File: config.mk
export PLATFORM = sky130hd
export DESIGN_NAME = flag_pulse_receiver_flat
export DESIGN_NICKNAME = d
export VERILOG_FILES = /design/src/rtl/flag_pulse_receiver_if.sv /design/src/rtl/flag_pulse_receiver.sv /design/src/flat_wrapper.sv
export SDC_FILE = /design/constraint.sdc
export NUM_CORES = 1
export LEC_CHECK = 0
export BUFFER_PORTS_ARGS = -buffer_cell sky130_fd_sc_hd__buf_2
export CORE_MARGIN = 2
export CORE_UTILIZATION = 58
export DETAILED_ROUTE_END_ITERATION = 8
export PLACE_DENSITY = 0.82
export SYNTH_ARGS = -nofsm -noshare
export SYNTH_HDL_FRONTEND = slang
export SYNTH_SLANG_ARGS = --single-unit
File: constraint.sdc
create_clock -name clk -period 3.8 [get_ports clk]
set_input_delay 0.19 -clock clk [delete_from_list [all_inputs] [get_ports clk]]
set_output_delay 0.19 -clock clk [all_outputs]
set_load 0.03 [all_outputs]
File: src/rtl/flag_pulse_receiver_if.sv
// Signal bundle between the flag source side and the flag_pulse_receiver.
// The receiver uses the slave modport. The bench or the consumer uses the master modport.
interface flag_pulse_receiver_if #(
  parameter int unsigned COUNT_W = 8
);
  logic               flag_async_in;
  logic               overrun_clr;
  logic               flag_level_sync;
  logic               flag_pulse_out;
  logic               glitch_pulse_out;
  logic               busy;
  logic               overrun;
  logic [COUNT_W-1:0] flag_count;
  logic [COUNT_W-1:0] reject_count;

  modport slave (
    input  flag_async_in,
    input  overrun_clr,
    output flag_level_sync,
    output flag_pulse_out,
    output glitch_pulse_out,
    output busy,
    output overrun,
    output flag_count,
    output reject_count
  );

  modport master (
    output flag_async_in,
    output overrun_clr,
    input  flag_level_sync,
    input  flag_pulse_out,
    input  glitch_pulse_out,
    input  busy,
    input  overrun,
    input  flag_count,
    input  reject_count
  );
endinterface

File: src/rtl/flag_pulse_receiver.sv
// Receiving end of the stretched-flag CDC. It synchronises the level and filters out glitches.
// It emits one pulse for each accepted flag and flags re-arrivals that come too soon.
module flag_pulse_receiver #(
  parameter int unsigned SYNC_STAGES = 3,
  parameter int unsigned MIN_HIGH    = 2,
  parameter int unsigned HOLDOFF     = 4,
  parameter int unsigned COUNT_W     = 8
) (
  input  logic                  clk,
  input  logic                  reset_n,
  flag_pulse_receiver_if.slave  bus
);

  typedef enum logic [1:0] {StIdle, StQualify, StWaitLow, StHoldoff} state_e;

  localparam logic [3:0] MinHigh4      = 4'(MIN_HIGH);
  localparam logic [3:0] Holdoff4      = 4'(HOLDOFF);
  localparam bit         AcceptOnFirst = (MIN_HIGH == 1);

  state_e               state;
  logic [SYNC_STAGES-1:0] syncChain;
  logic [3:0]           hcnt;
  logic                 flagPulse;
  logic                 glitchPulse;
  logic                 overrunFlag;
  logic [COUNT_W-1:0]   flagCount;
  logic [COUNT_W-1:0]   rejectCount;
  logic                 levelSync;

  assign levelSync = syncChain[SYNC_STAGES-1];

  always_ff @(posedge clk or negedge reset_n) begin
    if (!reset_n) begin
      syncChain <= '0;
    end else begin
      syncChain <= {syncChain[SYNC_STAGES-2:0], bus.flag_async_in};
    end
  end

  always_ff @(posedge clk or negedge reset_n) begin
    if (!reset_n) begin
      state       <= StIdle;
      hcnt        <= 4'd0;
      flagPulse   <= 1'b0;
      glitchPulse <= 1'b0;
      overrunFlag <= 1'b0;
      flagCount   <= '0;
      rejectCount <= '0;
    end else begin
      flagPulse   <= 1'b0;
      glitchPulse <= 1'b0;
      // A set later in this block overrides the clear.
      if (bus.overrun_clr) begin
        overrunFlag <= 1'b0;
      end
      case (state)
        StIdle: begin
          if (levelSync) begin
            hcnt <= 4'd1;
            if (AcceptOnFirst) begin
              state     <= StWaitLow;
              flagPulse <= 1'b1;
              flagCount <= flagCount + COUNT_W'(1);
            end else begin
              state <= StQualify;
            end
          end
        end
        StQualify: begin
          if (!levelSync) begin
            state       <= StIdle;
            glitchPulse <= 1'b1;
            rejectCount <= rejectCount + COUNT_W'(1);
          end else if (hcnt + 4'd1 == MinHigh4) begin
            state     <= StWaitLow;
            flagPulse <= 1'b1;
            flagCount <= flagCount + COUNT_W'(1);
          end else begin
            hcnt <= hcnt + 4'd1;
          end
        end
        StWaitLow: begin
          if (!levelSync) begin
            state <= StHoldoff;
            hcnt  <= 4'd1;
          end
        end
        StHoldoff: begin
          if (levelSync) begin
            // The flag that arrives too soon is still qualified and counted.
            overrunFlag <= 1'b1;
            hcnt        <= 4'd1;
            if (AcceptOnFirst) begin
              state     <= StWaitLow;
              flagPulse <= 1'b1;
              flagCount <= flagCount + COUNT_W'(1);
            end else begin
              state <= StQualify;
            end
          end else if (hcnt == Holdoff4) begin
            state <= StIdle;
          end else begin
            hcnt <= hcnt + 4'd1;
          end
        end
        default: state <= StIdle;
      endcase
    end
  end

  assign bus.flag_level_sync  = levelSync;
  assign bus.flag_pulse_out   = flagPulse;
  assign bus.glitch_pulse_out = glitchPulse;
  assign bus.busy             = (state != StIdle);
  assign bus.overrun          = overrunFlag;
  assign bus.flag_count       = flagCount;
  assign bus.reject_count     = rejectCount;

endmodule

File: src/flat_wrapper.sv
// flat-port wrapper written by rule: the top's interface ports become plain ports
module flag_pulse_receiver_flat 
#(
  parameter int unsigned SYNC_STAGES = 3,
  parameter int unsigned MIN_HIGH    = 2,
  parameter int unsigned HOLDOFF     = 4,
  parameter int unsigned COUNT_W     = 8
)
  (clk, reset_n, bus_flag_async_in, bus_overrun_clr, bus_flag_level_sync, bus_flag_pulse_out, bus_glitch_pulse_out, bus_busy, bus_overrun, bus_flag_count, bus_reject_count);
  flag_pulse_receiver_if #(.COUNT_W(COUNT_W)) bus_i ();
  input  logic clk;
  input  logic reset_n;
  input wire logic [$bits(bus_i.flag_async_in)-1:0] bus_flag_async_in;
  input wire logic [$bits(bus_i.overrun_clr)-1:0] bus_overrun_clr;
  output wire logic [$bits(bus_i.flag_level_sync)-1:0] bus_flag_level_sync;
  output wire logic [$bits(bus_i.flag_pulse_out)-1:0] bus_flag_pulse_out;
  output wire logic [$bits(bus_i.glitch_pulse_out)-1:0] bus_glitch_pulse_out;
  output wire logic [$bits(bus_i.busy)-1:0] bus_busy;
  output wire logic [$bits(bus_i.overrun)-1:0] bus_overrun;
  output wire logic [$bits(bus_i.flag_count)-1:0] bus_flag_count;
  output wire logic [$bits(bus_i.reject_count)-1:0] bus_reject_count;
  assign bus_i.flag_async_in = bus_flag_async_in;
  assign bus_i.overrun_clr = bus_overrun_clr;
  assign bus_flag_level_sync = bus_i.flag_level_sync;
  assign bus_flag_pulse_out = bus_i.flag_pulse_out;
  assign bus_glitch_pulse_out = bus_i.glitch_pulse_out;
  assign bus_busy = bus_i.busy;
  assign bus_overrun = bus_i.overrun;
  assign bus_flag_count = bus_i.flag_count;
  assign bus_reject_count = bus_i.reject_count;
  flag_pulse_receiver #(.SYNC_STAGES(SYNC_STAGES), .MIN_HIGH(MIN_HIGH), .HOLDOFF(HOLDOFF), .COUNT_W(COUNT_W)) u_core (.clk(clk), .reset_n(reset_n), .bus(bus_i));
endmodule
### After elaboration in Yosys (flattened, before gate mapping)

Index checks and enable logic that the tools add are counted.

* register bits after elaboration: 28
* input port bits: 4
* output and inout port bits: 21
* logic and storage cells: 52

* reduce and logical (&&, ||, !) cells: 6
* add/sub/neg operators: 3
* bitwise logic cells: 1
* equality and inequality tests: 12
* multiplexer cells: 22

Operator list (count)
* $mux 4: 6
* $add 8x1->8 const B: 2
* $pmux 4 s4: 1
* $mux 2: 6
* $mux 1: 8
* $pmux 2 s4: 1
* $reduce_and 5->1: 1
* $add 4x1->4 const B: 1
* $eq 2x2->1 const B: 2
* $eq 4x2->1 const B: 1
* $eq 4x3->1 const B: 1
* $ne 2x1->1 const B: 2
* $ne 2x2->1 const B: 2
* $reduce_and 4->1: 1
* $ne 3x1->1 const B: 1
* $ne 3x2->1 const B: 1
* $ne 3x3->1 const B: 1
* $reduce_and 3->1: 1
* $eq 2x1->1 const B: 1
* $logic_not 2->1: 1
* $reduce_and 2->1: 1
* $reduce_bool 2->1: 1
* $not 1->1: 1

### Longest topological paths before layout

Gate-level depths: netlist of run 1.

* depth after elaboration: 5
* depth in mapped cells: 7

### Worst setup path before layout of run 1

No wires, ideal clock.

* path type: reg2reg
* from: register u_core.hcnt[0]
* to: register u_core.flagCount[1] (netlist: u_core.bus.flag_count[1])
* buffers on the path: 1
* path slack: 1.917 ns
* arrival: 1.756 ns
* period minus slack after synthesis: 1.883 ns
* cell stages (with the launch flop): 8
* path through: dfrtp_1 ha_1 buf_1 or3_1 o31ai_1 nand2b_1 inv_2 mux2_1

* longest elaborated chain between the ends: 3

RTL lines
* from (decl): RTL line flag_pulse_receiver.sv:22 `logic [3:0] hcnt;`
* from (signal assigned): RTL line flag_pulse_receiver.sv:79 `hcnt <= hcnt + 4'd1;`
* from (signal assigned): RTL line flag_pulse_receiver.sv:103 `hcnt <= hcnt + 4'd1;`
* $add 4x1->4: RTL line flag_pulse_receiver.sv:74 `end else if (hcnt + 4'd1 == MinHigh4) begin`
* $eq 4x2->1: RTL line flag_pulse_receiver.sv:74
* $reduce_and 3->1 (no line)
* to (signal assigned): RTL line flag_pulse_receiver.sv:63 `flagCount <= flagCount + COUNT_W'(1);`
* to (signal assigned): RTL line flag_pulse_receiver.sv:77 `flagCount <= flagCount + COUNT_W'(1);`
* to (signal assigned): RTL line flag_pulse_receiver.sv:96 `flagCount <= flagCount + COUNT_W'(1);`
* to (decl): RTL line flag_pulse_receiver.sv:26 `logic [COUNT_W-1:0] flagCount;`

No other way between the ends.
A chain may end at the register's enable or synchronous reset.

### Final worst setup path of run 1

Ends and elaborated chain as after synthesis.

==> results of run 1 <==
-- final timing paths --
| kind | start | to | slack, ns | depth (start not counted) |
|---|---|---|---|---|
| max reg2reg | u_core.hcnt[0]$_DFFE_PN0P_ | u_core.bus.flag_count[1]$_DFFE_PN0P_ | 1.78 | 6 |
| max in group asynchronous | reset_n | u_core.bus.flag_count[5]$_DFFE_PN0P_ | 3.00 | 2 |
| min reg2reg | u_core.syncChain[0]$_DFF_PN0_ | u_core.syncChain[1]$_DFF_PN0_ | 0.39 | 0 |
| min | u_core.syncChain[0]$_DFF_PN0_ | u_core.syncChain[1]$_DFF_PN0_ | 0.39 | 0 |
| min in group asynchronous | reset_n | u_core.syncChain[1]$_DFF_PN0_ | 0.40 | 2 |
| max | u_core.hcnt[0]$_DFFE_PN0P_ | u_core.bus.flag_count[1]$_DFFE_PN0P_ | 1.78 | 6 |
-- cells in the mapped netlist, types with 2 or more instances --
master,count
a31oi_1,2
buf_2,2
dfrtp_1,28
ha_1,5
inv_1,5
nand2_1,12
nand2b_1,3
nand3_1,5
nand4_1,5
nor2_1,3
nor2b_1,4
nor3_2,3
nor3b_2,2
nor4_4,2
o211ai_1,2
o21ai_0,3
xnor2_1,6
xor2_1,9
-- power groups by stage --
stage / sequential (uW) / clock [uW] / combinational [uW]
floorplan: 564 / 0 / 311
global placement: 485 / 0 / 503
detailed placement: 496 / 0 / 511
CTS: 490 / 198 / 521
global route: 505 / 214 / 567
finish: 492 / 192 / 518
-- critical path, stage by stage, from the launching register on --
cell and delay (ns):
dfrtp_1 0.49, ha_1 0.33, or3_1 0.39, o31ai_1 0.12, nand2b_1 0.19, inv_2 0.09
mux2_1 0.31
-- cell families after synthesis --
family                   count (synthesis)  synth area share
AND/OR/NAND/NOR                         51             0.242
flip-flops                              28             0.491
AO/OA/AOI/OAI                           16            0.0868
XOR/XNOR                                15            0.0921
buffers and inverters                   10            0.0281
adder cells (fa/ha/maj)                  5            0.0439
multiplexers                             2            0.0158
-- routing by layer --
metal | wire [um] | track usage | vias to the layer above
met5 | 0 | 0 | -
met4 | 26 | 0.0812 | 0
met3 | 123 | 0.0417 | 2
met2 | 1330 | 0.360 | 27
met1 | 1220 | 0.302 | 527
li1 | - | - | 499
-- flip-flops by register name, indices dropped and copies added (netlist names), named ones only --
register / flops
u_core.syncChain: 3
u_core.bus.flag_count: 8
u_core.bus.glitch_pulse_out: 1
u_core.state: 1
u_core.hcnt: 4
u_core.bus.flag_pulse_out: 1
u_core.bus.reject_count: 8
u_core.bus.overrun: 1
-- layout make-up --
class | instances | area, um^2
sequential | 28 | 701
fill | 170 | 629
multi-input combinational | 89 | 686
timing repair buffer | 27 | 150
tap | 28 | 35.0
inverter | 6 | 22.5
clock buffer | 3 | 22.5
clock inverter | 1 | 30.0
-- through the flow --
stage                     std cells  power (uW)  setup slack (ns)  hold slack, ns
after floorplan                 127         875              1.92          -0.106
after global placement          175         988              1.91           0.226
after detailed placement        175        1010              1.84           0.241
after CTS                       181        1210              1.79          0.0185
after global routing            182        1290              1.61           0.404
final                           182        1200              1.78           0.387
==> impl_metrics.env, run 1 <==
export IMPL_final_common_cell="dfrtp_1"
export IMPL_dp_hpwl_um=1840
export IMPL_layout_cells_most_common_list="28 x dfrtp_1, 24 x buf_2, 12 x nand2_1"
export IMPL_finClkSkew_ns=0.00498
export IMPL_wl_per_cell_um=14.8
export IMPL_ctsResizeCount=0
export IMPL_num_rows=17
export IMPL_grt_pass1_vias=999
export IMPL_path_clk_slew_ns=0.15
export IMPL_clock_path_buffers=2
export IMPL_drc_errors=0
export IMPL_start_kind="register"
export IMPL_htree_levels=1
export IMPL_grt_setup_unrepaired="no"
export IMPL_cts_sinks=28
export IMPL_viasPerCell=5.80
export IMPL_syn_inst=127
export IMPL_synth_top_area_frac=0.491
export IMPL_first_iter_violations=24
export IMPL_core_um2=2280
export IMPL_ys_types=44
export IMPL_setup_viol=0
export IMPL_overflow=0
export IMPL_max_freq_ghz=0.496
export IMPL_root_buffer="clkbuf_4"
export IMPL_port_buffers=24
export IMPL_p_clk_frac=0.160
export IMPL_period_needed_ns=2.02
export IMPL_dieArea_um2=2870
export IMPL_start_util=0.627
export IMPL_postCtsSetupRepairBufs=0
export IMPL_nNetsFinal=164
export IMPL_ys_flop_type="dfrtp_1"
export IMPL_hp_class="reg2reg"
export IMPL_synth_seq_cells=28
export IMPL_final_core_util=0.723
export IMPL_p_leak_uw=0.000797
export IMPL_comb_power_share=0.431
export IMPL_grt_first_pass_wirelength_um=4640
export IMPL_synth_area_per_cell_um2=11.2
export IMPL_fin_crit_sh=0.531
export IMPL_drive_above_1_share=0.279
export IMPL_clock_latency_ns=0.32
export IMPL_yosysSeqAreaShare=0.491
export IMPL_synthArstFlopShare=1.00
export IMPL_path_max_fanout=9
export IMPL_power_density_nw_per_um2=730
export IMPL_area_growth_synth_to_final_pct=15.4
export IMPL_placedInstanceArea_um2=1560
export IMPL_drtAntennaViolNets=0
export IMPL_run_status="finished, final reports clean"
export IMPL_critPathCaptureType="register"
export IMPL_cts_tree="built"
export IMPL_grt_max_degree=29
export IMPL_peakVddDrop_uv=523
export IMPL_p_int_uw=674
export IMPL_slew_viol_final=0
export IMPL_syn_nets=136
export IMPL_p_switching_uw=528
export IMPL_synth_edf_count=0
export IMPL_vias=1055
export IMPL_hold_buffers=2
export IMPL_switching_share=0.439
export IMPL_gr_usage_all_layers=0.223
export IMPL_antenna_found_initial=0
export IMPL_routed_wl_um=2700
export IMPL_synth_area_um2=1430
export IMPL_finalWeightedCongestion=0.945
export IMPL_synth_top_area_cell="dfrtp_1"
export IMPL_setup_tns_ns=0
export IMPL_worstMarginPinSlew_ns=0.609
export IMPL_num_io_pins=25
export IMPL_ys_top_cells_by_area="dfrtp_1 49%, xor2_1 5.5%, ha_1 4.4%"
export IMPL_arrival_ns=2.24
export IMPL_yosys_warnings=0
export IMPL_die_h_um=53.6
export IMPL_diodes=0
export IMPL_required_ns=4.02
export IMPL_worstSetupPathType="reg2reg"
export IMPL_drt_first_pass_iters=4
export IMPL_final_cell_area_um2=1650
export IMPL_cap_violations=0
export IMPL_fp_dieW_um=53.6
export IMPL_hold_viol_final=0
export IMPL_relSlewSlack=0.594
export IMPL_power_frac_seq=0.409
export IMPL_numCtsBuffers=3
Note: power is estimated with default switching activity, not from simulation.
==> inputs of run 2 (changes only) <==
--- a/config.mk
+++ b/config.mk
@@ -7,9 +7,9 @@
 export LEC_CHECK = 0
 export BUFFER_PORTS_ARGS = -buffer_cell sky130_fd_sc_hd__buf_2
 export CORE_MARGIN = 2
-export CORE_UTILIZATION = 58
+export CORE_UTILIZATION = 49
 export DETAILED_ROUTE_END_ITERATION = 8
-export PLACE_DENSITY = 0.82
+export PLACE_DENSITY = 0.74
 export SYNTH_ARGS = -nofsm -noshare
 export SYNTH_HDL_FRONTEND = slang
 export SYNTH_SLANG_ARGS = --single-unit
==> constraint.sdc (replaced) <==
create_clock -name clk -period 1.7 [get_ports clk]
set_input_delay 0.085 -clock clk [delete_from_list [all_inputs] [get_ports clk]]
set_output_delay 0.085 -clock clk [all_outputs]
set_load 0.03 [all_outputs]
==> impl_metrics.env, run 2 (synthesis results as in run 1) <==
export IMPL_num_io_pins=25
export IMPL_clock_latency_ns=0.34
export IMPL_drt_first_pass_iters=4
export IMPL_final_common_cell="dfrtp_1"
export IMPL_drc_errors=0
export IMPL_wl_per_cell_um=15.9
export IMPL_gr_usage_all_layers=0.201
export IMPL_clock_path_buffers=2
export IMPL_slowest_delay_ns=0.51
export IMPL_dp_cells=189
export IMPL_grt_max_degree=29
export IMPL_hold_viol_final=0
export IMPL_hp_class="in2async"
export IMPL_drive_above_1_share=0.438
export IMPL_cts_tree="built"
export IMPL_start_util=0.517
export IMPL_p_leak_uw=0.000913
export IMPL_hold_ws_ns=0.273
export IMPL_overflow=0
export IMPL_diodes=0
export IMPL_antenna_found_initial=0
export IMPL_arrival_ns=2.01
export IMPL_dieArea_um2=3360
export IMPL_viasPerCell=5.55
export IMPL_area_growth_synth_to_final_pct=33.0
export IMPL_drtAntennaViolNets=0
export IMPL_path_clk_slew_ns=0.15
export IMPL_instances_no_fill=200
export IMPL_root_buffer="clkbuf_4"
export IMPL_violations="negative setup slack"
export IMPL_core_um2=2760
export IMPL_setup_viol=2
export IMPL_path_cells="inv_2 > ha_4 > nand2_1 > or4_4 > a31oi_4 > o22a_1"
export IMPL_num_rows=19
export IMPL_finalWeightedCongestion=0.838
export IMPL_peakVddDrop_uv=1330
export IMPL_htree_levels=1
export IMPL_port_buffers=24
export IMPL_period_needed_ns=1.72
export IMPL_start_kind="register"
export IMPL_cap_violations=0
export IMPL_required_ns=1.99
export IMPL_grt_setup_unrepaired="yes"
export IMPL_grt_pass1_vias=1088
export IMPL_first_iter_violations=24
export IMPL_cts_sinks=28
export IMPL_r2r_slack_ns=-0.02
export IMPL_slew_viol_final=0
export IMPL_fin_crit_sh=1.01
export IMPL_power_density_nw_per_um2=1650
export IMPL_max_freq_ghz=0.580
export IMPL_worstMarginPinSlew_ns=0.617
export IMPL_run_status="finished with violations"
export IMPL_routed_wl_um=3170
export IMPL_cp_num_buf_inv=1
export IMPL_path_max_fanout=5
export IMPL_die_h_um=58.0
export IMPL_vias=1110
export IMPL_fp_dieW_um=58.0
export IMPL_fin_ws_ns=-0.0243
export IMPL_nNetsFinal=179
export IMPL_relSlewSlack=0.589
export IMPL_final_core_util=0.688
export IMPL_slowest_stage="or4_4"
export IMPL_worstSetupPathType="reg2reg"
export IMPL_dp_hpwl_um=2110
export IMPL_layout_cells_most_common_list="25 x dfrtp_1, 24 x buf_2, 12 x buf_4"
export IMPL_grt_first_pass_wirelength_um=5060
export IMPL_critPathCaptureType="register"
export IMPL_numCtsBuffers=3
export IMPL_finClkSkew_ns=0.0119
export IMPL_critical_path_top_delay_family="simple AND/OR/NAND/NOR gates"
## run 2: cell count changes in the layout (fill, tap and decap cells not counted), moves of 3 or more
cell     before  now
buf_4         0   12
buf_6         0    3
dfrtp_1      28   25
dfrtp_2       0    3
## run 2: final timing paths
check,cells past startpoint,endpoint,from
setup / recovery,6,u_core.hcnt[0]$_DFFE_PN0P_,u_core.hcnt[1]$_DFFE_PN0P_
hold / removal,2,u_core.syncChain[2]$_DFF_PN0_,reset_n
setup reg to reg,6,u_core.hcnt[0]$_DFFE_PN0P_,u_core.hcnt[1]$_DFFE_PN0P_
hold reg to reg,0,u_core.syncChain[2]$_DFF_PN0_,u_core.syncChain[1]$_DFF_PN0_
max in group asynchronous,2,u_core.hcnt[2]$_DFFE_PN0P_,reset_n
min in group clk,0,u_core.syncChain[2]$_DFF_PN0_,u_core.syncChain[1]$_DFF_PN0_
## run 2: what timing repair did
action	CTS	global route
resized for setup	5	19
setup buffers	2	3
pin swaps	0	12
hold buffers	3	0
hold endpoints to repair	30	0
endpoints found under the setup margin	5	10
## run 2: layer usage
metal  share of wire  GRT usage  vias up
li1                -          -      538
met1            0.44      0.252      537
met2            0.50      0.339       27
met3           0.034     0.0290        8
met4           0.026      0.103        0
met5               0          0        -
## run 2: report_power, final
part | switching (uW) | leakage [uW] | internal (uW)
registers | 223 | 0.000357 | 844
logic | 931 | 0.000528 | 688
clock network | 198 | 0.0000279 | 239
## run 2: stage by stage
stage / TNS [ns] / setup slack (ns) / area [um^2] / power, uW
2_1_floorplan: -0.178 / -0.0777 / 1460 / 2010
3_5_place_dp: -0.107 / -0.0621 / 1670 / 2440
4_1_cts: -0.0130 / -0.0130 / 1800 / 2960
6_report: -0.0335 / -0.0243 / 1900 / 3120
3_3_place_gp: 0 / 0.0552 / 1670 / 2380
5_1_grt: -0.130 / -0.0564 / 1900 / 3300
## run 2: final cells by class
class	instances	area, um^2
Fill cell	221	861
Multi-Input combinational cell	89	805
Sequential cell	28	704
Timing Repair Buffer	42	274
Tap cell	31	38.8
Clock inverter	1	30.0
Clock buffer	3	22.5
Inverter	6	22.5
